File: config.mk
export PLATFORM = sky130hd
export DESIGN_NAME = instruction_fetch_flat
export DESIGN_NICKNAME = d
export VERILOG_FILES = /design/src/rtl/instruction_fetch_if.sv /design/src/rtl/instruction_fetch.sv /design/src/flat_wrapper.sv
export SDC_FILE = /design/constraint.sdc
export NUM_CORES = 1
export LEC_CHECK = 0
export ABC_CLOCK_PERIOD_IN_PS = 2200
export CORE_MARGIN = 2
export CORE_UTILIZATION = 37
export DETAILED_ROUTE_END_ITERATION = 6
export PLACE_DENSITY = 0.77
export RECOVER_POWER = 50
export SETUP_SLACK_MARGIN = 0.5
export SLEW_MARGIN = 40
export SYNTH_ARGS = -nofsm -noshare
export SYNTH_HDL_FRONTEND = slang
export SYNTH_SLANG_ARGS = --single-unit
File: constraint.sdc
create_clock -name clk -period 2.2 [get_ports clk]
set_input_delay 0.33 -clock clk [delete_from_list [all_inputs] [get_ports clk]]
set_output_delay 0.33 -clock clk [all_outputs]
set_load 0.03 [all_outputs]
File: src/rtl/instruction_fetch_if.sv
// ---------------------------------------------------------------------------
// instruction_fetch_if
//
// Purpose:
//   Bundles every signal that passes between the fetch stage, the instruction
//   memory, the hazard/branch logic and the decode stage. Only the scalar
//   clock and reset live outside the bundle.
//
// Signal summary:
//   Stall, Flush, BranchTaken, BranchTarget  pipeline control into fetch
//   Addr                                     word address to instruction memory
//   Instruction                              word returned by memory (same cycle)
//   IfId_Instr, IfId_PC, IfId_Valid          IF/ID pipeline register contents
//   Halted                                   fetch has reached the halt address
//   FetchCount                               count of valid fetches (optional)
//
// Modports:
//   master  the fetch stage itself
//   slave   the surrounding pipeline and memory
// ---------------------------------------------------------------------------
interface instruction_fetch_if #(
  parameter int ADDR_W = 10,
  parameter int DATA_W = 32
);

  logic              Stall;
  logic              Flush;
  logic              BranchTaken;
  logic [ADDR_W-1:0] BranchTarget;
  logic [ADDR_W-1:0] Addr;
  logic [DATA_W-1:0] Instruction;
  logic [DATA_W-1:0] IfId_Instr;
  logic [ADDR_W-1:0] IfId_PC;
  logic              IfId_Valid;
  logic              Halted;
  logic [15:0]       FetchCount;

  // The fetch stage consumes control and memory data, and produces the
  // memory address plus the IF/ID register contents.
  modport master (
    input  Stall,
    input  Flush,
    input  BranchTaken,
    input  BranchTarget,
    input  Instruction,
    output Addr,
    output IfId_Instr,
    output IfId_PC,
    output IfId_Valid,
    output Halted,
    output FetchCount
  );

  // Mirror view for whatever drives the fetch stage.
  modport slave (
    output Stall,
    output Flush,
    output BranchTaken,
    output BranchTarget,
    output Instruction,
    input  Addr,
    input  IfId_Instr,
    input  IfId_PC,
    input  IfId_Valid,
    input  Halted,
    input  FetchCount
  );

endinterface

File: src/rtl/instruction_fetch.sv
// ---------------------------------------------------------------------------
// instruction_fetch
//
// Purpose:
//   Fetch stage of the pipelined MIPS core. Owns the program counter, presents
//   it combinationally to the word-addressed instruction memory and captures
//   the returned word into the IF/ID pipeline register. Handles stall, flush,
//   taken-branch redirect and a halt address after which only bubbles issue.
//
// Ports:
//   clk        rising-edge clock
//   rst        asynchronous active-high reset
//   bus        instruction_fetch_if.master (control in, memory address out,
//              memory word in, IF/ID register and status out)
//
// Parameters:
//   ADDR_W     PC / memory address width in words
//   DATA_W     instruction width
//   RESET_PC   PC value after reset
//   HALT_ADDR  fetching this address enters HALT after the word is latched
//   NOP_WORD   bubble encoding placed in IF/ID when no real fetch happens
//
// Configuration macro:
//   FETCH_COUNT_EN  when defined, builds a saturating 16-bit counter of valid
//                   fetches on FetchCount; otherwise FetchCount is tied to 0.
// ---------------------------------------------------------------------------
module instruction_fetch #(
  parameter int                 ADDR_W    = 10,
  parameter int                 DATA_W    = 32,
  parameter int                 RESET_PC  = 0,
  parameter int                 HALT_ADDR = 1023,
  parameter logic [DATA_W-1:0]  NOP_WORD  = 32'h41E00000
) (
  input  logic                 clk,
  input  logic                 rst,
  instruction_fetch_if.master  bus
);

  typedef enum logic {
    RUN  = 1'b0,
    HALT = 1'b1
  } state_t;

  // What this edge does to PC and IF/ID, already resolved by priority.
  typedef enum logic [2:0] {
    ACT_FETCH,
    ACT_BRANCH,
    ACT_BUBBLE_HOLD,
    ACT_HOLD,
    ACT_FLUSH,
    ACT_HALTED
  } action_t;

  localparam logic [ADDR_W-1:0] RESET_PC_W  = ADDR_W'(RESET_PC);
  localparam logic [ADDR_W-1:0] HALT_ADDR_W = ADDR_W'(HALT_ADDR);

  state_t            state_q,     state_d;
  logic [ADDR_W-1:0] pc_q,        pc_d;
  logic [DATA_W-1:0] ifIdInstr_q, ifIdInstr_d;
  logic [ADDR_W-1:0] ifIdPc_q,    ifIdPc_d;
  logic              ifIdValid_q, ifIdValid_d;
  logic              halted_q,    halted_d;

  logic [ADDR_W-1:0] pcPlus1;
  action_t           action;

  // The adder is ADDR_W bits wide, so the last word wraps to address 0.
  assign pcPlus1 = pc_q + ADDR_W'(1);

  // Memory read is combinational: the address is simply the current PC.
  assign bus.Addr = pc_q;

  // Resolve the control inputs into a single action. A branch beats every
  // other request, stall+flush squashes without advancing, and once halted
  // every request is ignored.
  always_comb begin
    action = ACT_FETCH;
    if (state_q == HALT) begin
      action = ACT_HALTED;
    end else if (bus.BranchTaken) begin
      action = ACT_BRANCH;
    end else if (bus.Stall && bus.Flush) begin
      action = ACT_BUBBLE_HOLD;
    end else if (bus.Stall) begin
      action = ACT_HOLD;
    end else if (bus.Flush) begin
      action = ACT_FLUSH;
    end
  end

  // Next-state values for the PC, the IF/ID register and the run/halt state.
  // A bubble keeps the previous IfId_PC since decode ignores it when
  // IfId_Valid is low. The halting fetch latches its word normally but
  // leaves the PC parked on the halt address.
  always_comb begin
    state_d     = state_q;
    pc_d        = pc_q;
    ifIdInstr_d = ifIdInstr_q;
    ifIdPc_d    = ifIdPc_q;
    ifIdValid_d = ifIdValid_q;
    halted_d    = halted_q;
    unique case (action)
      ACT_BRANCH: begin
        pc_d        = bus.BranchTarget;
        ifIdInstr_d = NOP_WORD;
        ifIdValid_d = 1'b0;
      end
      ACT_BUBBLE_HOLD: begin
        ifIdInstr_d = NOP_WORD;
        ifIdValid_d = 1'b0;
      end
      ACT_HOLD: begin
      end
      ACT_FLUSH: begin
        pc_d        = pcPlus1;
        ifIdInstr_d = NOP_WORD;
        ifIdValid_d = 1'b0;
      end
      ACT_FETCH: begin
        ifIdInstr_d = bus.Instruction;
        ifIdPc_d    = pcPlus1;
        ifIdValid_d = 1'b1;
        if (pc_q == HALT_ADDR_W) begin
          state_d  = HALT;
          halted_d = 1'b1;
        end else begin
          pc_d = pcPlus1;
        end
      end
      ACT_HALTED: begin
        ifIdInstr_d = NOP_WORD;
        ifIdValid_d = 1'b0;
      end
      default: begin
      end
    endcase
  end

  // All architectural state, including the FSM state and its registered
  // Halted output, updates here. Reset is asynchronous so it takes effect
  // even in the middle of a stalled or halted cycle.
  always_ff @(posedge clk or posedge rst) begin
    if (rst) begin
      state_q     <= RUN;
      pc_q        <= RESET_PC_W;
      ifIdInstr_q <= NOP_WORD;
      ifIdPc_q    <= '0;
      ifIdValid_q <= 1'b0;
      halted_q    <= 1'b0;
    end else begin
      state_q     <= state_d;
      pc_q        <= pc_d;
      ifIdInstr_q <= ifIdInstr_d;
      ifIdPc_q    <= ifIdPc_d;
      ifIdValid_q <= ifIdValid_d;
      halted_q    <= halted_d;
    end
  end

  assign bus.IfId_Instr = ifIdInstr_q;
  assign bus.IfId_PC    = ifIdPc_q;
  assign bus.IfId_Valid = ifIdValid_q;
  assign bus.Halted     = halted_q;

`ifdef FETCH_COUNT_EN
  logic [15:0] fetchCount_q;

  // Counts every edge that loads a real instruction into IF/ID, sticking at
  // all-ones rather than wrapping so a long run never reads back as small.
  always_ff @(posedge clk or posedge rst) begin
    if (rst) begin
      fetchCount_q <= '0;
    end else if (action == ACT_FETCH && fetchCount_q != 16'hFFFF) begin
      fetchCount_q <= fetchCount_q + 16'd1;
    end
  end

  assign bus.FetchCount = fetchCount_q;
`else
  assign bus.FetchCount = 16'd0;
`endif

endmodule

File: src/flat_wrapper.sv
// flat-port wrapper written by rule: the top's interface ports become plain ports
module instruction_fetch_flat 
#(
  parameter int                 ADDR_W    = 10,
  parameter int                 DATA_W    = 32,
  parameter int                 RESET_PC  = 0,
  parameter int                 HALT_ADDR = 1023,
  parameter logic [DATA_W-1:0]  NOP_WORD  = 32'h41E00000
)
  (clk, rst, bus_Stall, bus_Flush, bus_BranchTaken, bus_BranchTarget, bus_Instruction, bus_Addr, bus_IfId_Instr, bus_IfId_PC, bus_IfId_Valid, bus_Halted, bus_FetchCount);
  instruction_fetch_if #(.ADDR_W(ADDR_W), .DATA_W(DATA_W)) bus_i ();
  input  logic clk;
  input  logic rst;
  input wire logic [$bits(bus_i.Stall)-1:0] bus_Stall;
  input wire logic [$bits(bus_i.Flush)-1:0] bus_Flush;
  input wire logic [$bits(bus_i.BranchTaken)-1:0] bus_BranchTaken;
  input wire logic [$bits(bus_i.BranchTarget)-1:0] bus_BranchTarget;
  input wire logic [$bits(bus_i.Instruction)-1:0] bus_Instruction;
  output wire logic [$bits(bus_i.Addr)-1:0] bus_Addr;
  output wire logic [$bits(bus_i.IfId_Instr)-1:0] bus_IfId_Instr;
  output wire logic [$bits(bus_i.IfId_PC)-1:0] bus_IfId_PC;
  output wire logic [$bits(bus_i.IfId_Valid)-1:0] bus_IfId_Valid;
  output wire logic [$bits(bus_i.Halted)-1:0] bus_Halted;
  output wire logic [$bits(bus_i.FetchCount)-1:0] bus_FetchCount;
  assign bus_i.Stall = bus_Stall;
  assign bus_i.Flush = bus_Flush;
  assign bus_i.BranchTaken = bus_BranchTaken;
  assign bus_i.BranchTarget = bus_BranchTarget;
  assign bus_i.Instruction = bus_Instruction;
  assign bus_Addr = bus_i.Addr;
  assign bus_IfId_Instr = bus_i.IfId_Instr;
  assign bus_IfId_PC = bus_i.IfId_PC;
  assign bus_IfId_Valid = bus_i.IfId_Valid;
  assign bus_Halted = bus_i.Halted;
  assign bus_FetchCount = bus_i.FetchCount;
  instruction_fetch #(.ADDR_W(ADDR_W), .DATA_W(DATA_W), .RESET_PC(RESET_PC), .HALT_ADDR(HALT_ADDR), .NOP_WORD(NOP_WORD)) u_core (.clk(clk), .rst(rst), .bus(bus_i));
endmodule
==> key figures, run 1 <==
GRT
  • Vias in the first global route: 1996
  • Largest net degree at the start of global routing: 29
  • Tot GR Track Use: 17.04%
  • First-pass GRT wire length: 9.832 mm
  • Grt ovf: 0
  • Initial antenna violation count: 0

Clock network
  • Clock Tree Root: clkbuf_8
  • Clock sink total: 54
  • H-tree depth: 2
  • Clock-pin slew on the worst setup and hold paths: 0.09 ns
  • CTS tree: built
  • Clock Latency Late Sink: 0.31 ns
  • TritonCTS Buffers: 5
  • CTS Buffer Depth: 2
  • # hold bufs at CTS: 0

Die
  • Ports: 117
  • Die height: 85.23 microns
  • Row count: 29
  • Core area: 6350 sq um
  • Die Width: 85.23 microns
  • Die area: 7263 sq um
  • Initial Util: 38.44%

Power
  • Leak: 1.615 nW
  • Peak supply drop: 0.0003254 V
  • Total power: 0.001857 W
  • PwrDens: 514.7 nW/um^2

Critical path
  • Critical path, cell by cell: or4_4, o41ai_4, buf_4, nor2_4, mux2_4
  • Slowest stage cell, crit path: or4_4
  • Worst stage delay on the critical path: 0.51 ns
  • Worst r2r src: u_core.state_q$_DFFE_PP0P_
  • Critical path peak fanout: 4
  • Worst Path Required: 2.40 ns
  • Nature of the critical path endpoint: register
  • R2r endpoint: u_core.bus.Addr[1]$_DFFE_PP0P_
  • Worst setup path category: register to register
  • Arrival time of the worst setup path: 2.02 ns
  • Worst r2r path cells: 5
  • CP startpoint kind: register
  • Setup slack, reg-to-reg: 0.38 ns
  • Critical path launch point: u_core.state_q$_DFFE_PP0P_

Finish
  • Commonest non-fill, non-tap cells in the layout: clkdlybuf4s50_1, dfrtp_1, clkbuf_1
  • Share of cells above drive strength 1: 17.13%
  • Synthesis-to-finish area growth: 47.77%
  • Final std cell area, no fill: 3607 sq um
  • Final #Nets: 375
  • Antenna cells: 0
  • Commonest non-fill, non-tap cell in the layout: clkdlybuf4s50_1
  • Core Util, Final: 56.81%
  • Fill cells: 584

Yosys
  • Area share of the largest cell type after synthesis: 50.23%
  • Mapped cell area: 2441 sq um
  • Yosys top cell by area: dfrtp_1
  • Seq cells post-synth: 54
  • Syn avg cell area: 11.35 sq um
  • Number of flops mapped to enable cells by yosys: 0
  • Seq/Total Area, Yosys: 55.61%
  • Fraction of registers with async set/reset: 100.0%
  • Synth area leaders: dfrtp_1, a22o_1, dfstp_2
  • Post-synth cell types: 40
  • Yosys warns: 0
  • Synth Flop Type: dfrtp_1
  • Post-Syn Instances: 215

STA
  • Tightest hold margin: 0.4893 ns
  • Tmin final: 1.824 ns
  • # setup viols final: 0
  • Final slew viol count: 0
  • Hold Vio Cnt, Final: 0
  • Max Fclk: 548.3 MHz
  • Skew final: 0.008307 ns
  • Crit share post-route: 82.90%
  • Slew HR: 42.48%
  • Worst-margin pin slew: 0.8619 ns
  • RSZ-0062 raised after global routing: yes

Route
  • Drt first-iter violations: 112
  • First-pass DRT Iterations: 4
  • DRC violations left: 0
  • Post-route ant nets: 0
  • Final wirelength: 6.050 mm
  • Via density: 5.047
  • Routed len/inst: 14.98 microns
  • Vias: 2039

Min path
  • Hold_sp: u_core.bus.IfId_PC[7]$_DFFE_PP0P_
  • Hold crit path type: register to register
  • End of the worst hold path: u_core.bus.IfId_PC[7]$_DFFE_PP0P_
  • Hold Crit Depth: 2

Placement
  • DP Area: 3596 sq um
  • DP Wirelength: 4.432 mm
  • Gpl congestion: 0.8258
  • Number of port buffers: 100

Run
  • Max-Cap Viols: 0

Run status
  • Status: finished clean
[flip-flops by register name, summed over array words and instances (netlist names)]
name,count
u_core.bus.Addr,10
u_core.state_q,1
u_core.bus.IfId_Valid,1
u_core.bus.IfId_PC,10
u_core.bus.IfId_Instr,32
[kinds of logic after synthesis]
kind of cell / after synthesis / share of synthesized area, %
AO/OA/AOI/OAI: 68 / 22.50
adder cells (fa/ha/maj): 1 / 0.5125
multiplexers: 1 / 0.4613
other: 1 / 0.1536
XOR/XNOR: 7 / 2.512
AND/OR/NAND/NOR: 49 / 10.15
flip-flops: 54 / 55.61
buffers and inverters: 34 / 8.098
[routing by layer]
metal  global-route usage (%)  share of wire, %  up-vias
met5                        0                 0        -
met4                    4.329               1.2        0
met3                    5.447               8.3        8
met2                    27.56                47       94
met1                    22.33                43      960
li1                         -                 -      977
[synthesized netlist by cell type (2+ instances only)]
cell / count
and4_1: 2
nand2_1: 25
nor3_1: 4
xor2_1: 4
o22ai_1: 3
clkbuf_1: 10
o21ai_0: 13
a2bb2oi_1: 7
nor2_1: 2
dfstp_2: 5
nand4_1: 3
nand3_1: 2
o22a_1: 5
and3_1: 2
nor4_1: 2
xnor2_1: 3
o31a_1: 2
buf_4: 16
dfrtp_1: 49
a211oi_1: 6
inv_1: 4
a22o_1: 27
buf_2: 2
[metrics by stage]
step / instances / TNS, ns / setup WS [ns]
2_1_floorplan: 230 / 0 / 0.2428
3_3_place_gp: 392 / -0.06527 / -0.02007
3_5_place_dp: 392 / -0.3397 / -0.05846
4_1_cts: 401 / 0 / 0.3258
5_1_grt: 404 / 0 / 0.2112
6_report: 404 / 0 / 0.3763
[worst max-delay path, delay by kind of cell, from the launching register on]
kind / cells / cell delay, ns
compound gates: 1 / 0.21
simple gates: 2 / 0.56
flops: 1 / 0.44
mux: 1 / 0.31
buf+inv: 1 / 0.19
[worst max-delay path by stage]
stage / cells past startpoint / endpoint / slack [ns]
after global placement: 6 / u_core.bus.Addr[4]$_DFFE_PP0P_ / -0.02
after CTS: 5 / u_core.bus.Addr[1]$_DFFE_PP0P_ / 0.33
final: 5 / u_core.bus.Addr[1]$_DFFE_PP0P_ / 0.38
after floorplan: 6 / u_core.bus.Addr[1]$_DFFE_PP0P_ / 0.24
after detailed placement: 6 / u_core.bus.Addr[4]$_DFFE_PP0P_ / -0.06
after global routing: 3 / u_core.bus.IfId_Instr[20]$_DFFE_PP0P_ / 0.21
[what timing repair did]
action | 4_1_cts | 5_1_grt
setup buffers | 2 | 3
hold endpoints to repair | 0 | 0
setup endpoints to repair | 32 | 56
resized for setup | 27 | 35
pin swaps | 2 | 3
[power by group]
group	switching, W	internal [W]	leakage [nW]
logic	0.0000984	0.0000896	0.838
clock network	0.000304	0.000364	0.0573
registers	0.00000279	0.000998	0.719
total	0.000405	0.00145	1.61
[final cells by class]
cell class	count	area [sq um]	share of cell area (%)
timing repair buffer	120	962.2	26.67
sequential	54	1361	37.74
inverter	4	15.01	0.4162
clock buffer	6	82.58	2.289
tap	77	96.34	2.671
multi-input combinational	142	1060	29.38
clock inverter	1	30.03	0.8325
(Power assumes the default switching activity.)
==> run 2: changes to the inputs <==
--- a/config.mk
+++ b/config.mk
@@ -5,7 +5,7 @@
 export SDC_FILE = /design/constraint.sdc
 export NUM_CORES = 1
 export LEC_CHECK = 0
-export ABC_CLOCK_PERIOD_IN_PS = 2200
+export ABC_CLOCK_PERIOD_IN_PS = 1600
 export CORE_MARGIN = 2
 export CORE_UTILIZATION = 37
 export DETAILED_ROUTE_END_ITERATION = 6
==> constraint.sdc (replaced) <==
create_clock -name clk -period 1.6 [get_ports clk]
set_input_delay 0.24 -clock clk [delete_from_list [all_inputs] [get_ports clk]]
set_output_delay 0.24 -clock clk [all_outputs]
set_load 0.03 [all_outputs]
==> run 2 against run 1 <==
Compared with the run above:
- the flow now finishes with violations (negative setup slack)
- fmax up 4.4%
- global-route usage up 3.6 points
- critical endpoint is now u_core.bus.Addr[0]$_DFFE_PP0P_
- non-clock buffer count up 56
- largest power group unchanged
- power up 33%
- register-to-register slack worse by 0.52 ns
- sequential share of layout area down 6.4 points
- clock power up 22%
==> key figures, run 2 (same netlist as run 1, synthesis figures left out) <==
Run status
  • Status: complete, but fails checks
  • Failing checks: negative setup slack

Finish
  • Commonest non-fill, non-tap cells in the layout: buf_4, buf_6, dfrtp_1
  • Final cell count without fillers: 461
  • Fill cells: 465
  • Final #Nets: 431
  • Antenna cells: 0
  • Largest register FFs: 32
  • Commonest non-fill, non-tap cell in the layout: buf_4
  • Share of cells above drive strength 1: 40.10%
  • Synthesis-to-finish area growth: 78.17%

STA
  • Slew HR: 50.35%
  • # setup viols final: 10
  • RSZ-0062 raised after global routing: yes
  • Setup WS post-layout: -0.1465 ns
  • Worst-margin pin slew: 0.7447 ns
  • Final slew viol count: 0
  • Skew final: 0.01520 ns
  • Hold Vio Cnt, Final: 0
  • Tmin final: 1.747 ns
  • Crit share post-route: 109.2%
  • Max Fclk: 572.6 MHz
  • Tightest hold margin: 0.4158 ns

Power
  • Total power: 0.002465 W
  • Leak: 1.990 nW
  • Peak supply drop: 0.0004844 V
  • PwrDens: 566.7 nW/um^2

Critical path
  • Cell mode on critical path: buf_4
  • CP startpoint kind: register
  • Worst r2r src: u_core.state_q$_DFFE_PP0P_
  • Crit path depth: 8
  • Critical path, cell by cell: buf_4, buf_8, inv_1, o41ai_4, buf_4, buf_6, o21a_1, a311o_1
  • R2r endpoint: u_core.bus.Addr[0]$_DFFE_PP0P_
  • Critical path peak fanout: 6
  • Worst setup path category: register to register
  • Arrival time of the worst setup path: 1.94 ns
  • CP top delay family: buffers and inverters
  • Nature of the critical path endpoint: register
  • Worst Path Required: 1.79 ns
  • Critical Path Sink: u_core.bus.Addr[0]$_DFFE_PP0P_
  • Worst stage delay on the critical path: 0.43 ns
  • Slowest stage cell, crit path: dfrtp_2
  • Critical path launch point: u_core.state_q$_DFFE_PP0P_
  • Worst r2r path cells: 8
  • Buf/Inv on CP: 5
  • Setup slack, reg-to-reg: -0.15 ns

Clock network
  • TritonCTS Buffers: 5
  • CTS Buffer Depth: 2
  • Clock sink total: 54
  • Clock Tree Root: clkbuf_8
  • Clock-pin slew on the worst setup and hold paths: 0.11 ns
  • CTS tree: built
  • H-tree depth: 2
  • Clock Latency Late Sink: 0.31 ns

GRT
  • Grt ovf: 0
  • Initial antenna violation count: 0
  • Largest net degree at the start of global routing: 55
  • First-pass GRT wire length: 11.85 mm
  • Vias in the first global route: 2408
  • Tot GR Track Use: 20.67%

Die
  • Row count: 29
  • Die height: 85.23 microns
  • Core area: 6350 sq um
  • Initial Util: 38.44%
  • Die Width: 85.23 microns
  • Ports: 117
  • Die area: 7263 sq um

Route
  • Final wirelength: 7.855 mm
  • Via density: 5.143
  • Top layer in use: met4
  • WL met1: 3.014 mm
  • Drt first-iter violations: 101
  • Met3 wire len: 665 microns
  • First-pass DRT Iterations: 4
  • DRC violations left: 0
  • Met2 routed WL: 4.090 mm
  • Vias: 2371
  • Post-route ant nets: 0
  • Routed len/inst: 17.04 microns

Placement
  • Placed Cells: 410
  • Number of port buffers: 100
  • DP Wirelength: 4.694 mm
  • Gpl congestion: 0.7848

Run
  • Max-Cap Viols: 0

Min path
  • Hold crit path type: primary input to register
-- run 2: changes by cell type in the layout (fill, tap and decap cells not counted), sizes merged --
cell           delta
bufinv            -1
dlygate4sd2      -20
dlymetal6s2s      -1
buf              +88
clkinvlp          +1
clkdlybuf4s50     -6
clkbuf            -4
-- run 2: layout make-up --
| cell class | instances | area [sq um] | area share, % |
|---|---|---|---|
| timing repair buffer | 176 | 1693 | 38.92 |
| clock inverter | 1 | 8.758 | 0.2014 |
| clock buffer | 7 | 86.33 | 1.985 |
| tap | 77 | 96.34 | 2.215 |
| inverter | 4 | 18.77 | 0.4315 |
| multi-input combinational | 142 | 1085 | 24.94 |
| sequential | 54 | 1361 | 31.30 |
-- run 2: metrics by stage --
stage	setup TNS, ns	instance area, sq um	util (%)	setup WS, ns
floorplan	-4.615	2576	-	-0.3069
global placement	-7.498	3784	59.59	-0.5008
detailed placement	-8.867	3784	59.59	-0.5314
CTS	-1.564	4262	67.11	-0.1840
global route	-1.702	4349	68.49	-0.2158
finish	-1.114	4349	68.49	-0.1465
-- run 2: timing repair --
action | CTS | global route
gates resized for setup | 401 | 23
buffers inserted | 22 | 15
endpoints found under the hold margin | 0 | 0
hold buffers | 0 | 0
endpoints found under the setup margin | 108 | 108
pin swaps | 6 | 24
cloned | 4 | 2
-- run 2: power breakdown --
part | internal [W] | switching (W)
clock | 0.000359 | 0.000459
sequential | 0.00137 | 0.00000379
combinational | 0.000128 | 0.000143
-- run 2: worst min path at each step --
| stage | slack [ns] | end | cells after the start | start |
|---|---|---|---|---|
| CTS | 0.35 | u_core.bus.Addr[8]$_DFFE_PP0P_ | 3 | rst |
| global route | 0.44 | u_core.bus.IfId_Valid$_DFFE_PP0P_ | 3 | bus_Stall |
| detailed placement | 0.47 | u_core.bus.IfId_PC[1]$_DFFE_PP0P_ | 2 | u_core.bus.IfId_PC[1]$_DFFE_PP0P_ |
| global placement | 0.46 | u_core.bus.IfId_PC[1]$_DFFE_PP0P_ | 2 | u_core.bus.IfId_PC[1]$_DFFE_PP0P_ |
| finish | 0.42 | u_core.bus.IfId_Valid$_DFFE_PP0P_ | 3 | bus_Stall |
| floorplan | 0.31 | u_core.bus.Addr[2]$_DFFE_PP0P_ | 1 | rst |
-- run 2: per-layer routing --
| layer | track usage (%) | vias to the layer above |
|---|---|---|
| met1 | 24.27 | 1167 |
| met4 | 5.916 | 0 |
| met5 | 0 | - |
| li1 | - | 1092 |
| met3 | 7.004 | 7 |
| met2 | 35.94 | 105 |
-- run 2: tightest hold or removal path, stage by stage --
cell and delay [ns]:
dlygate4sd2_1 0.21, buf_4 0.17, a21boi_2 0.06
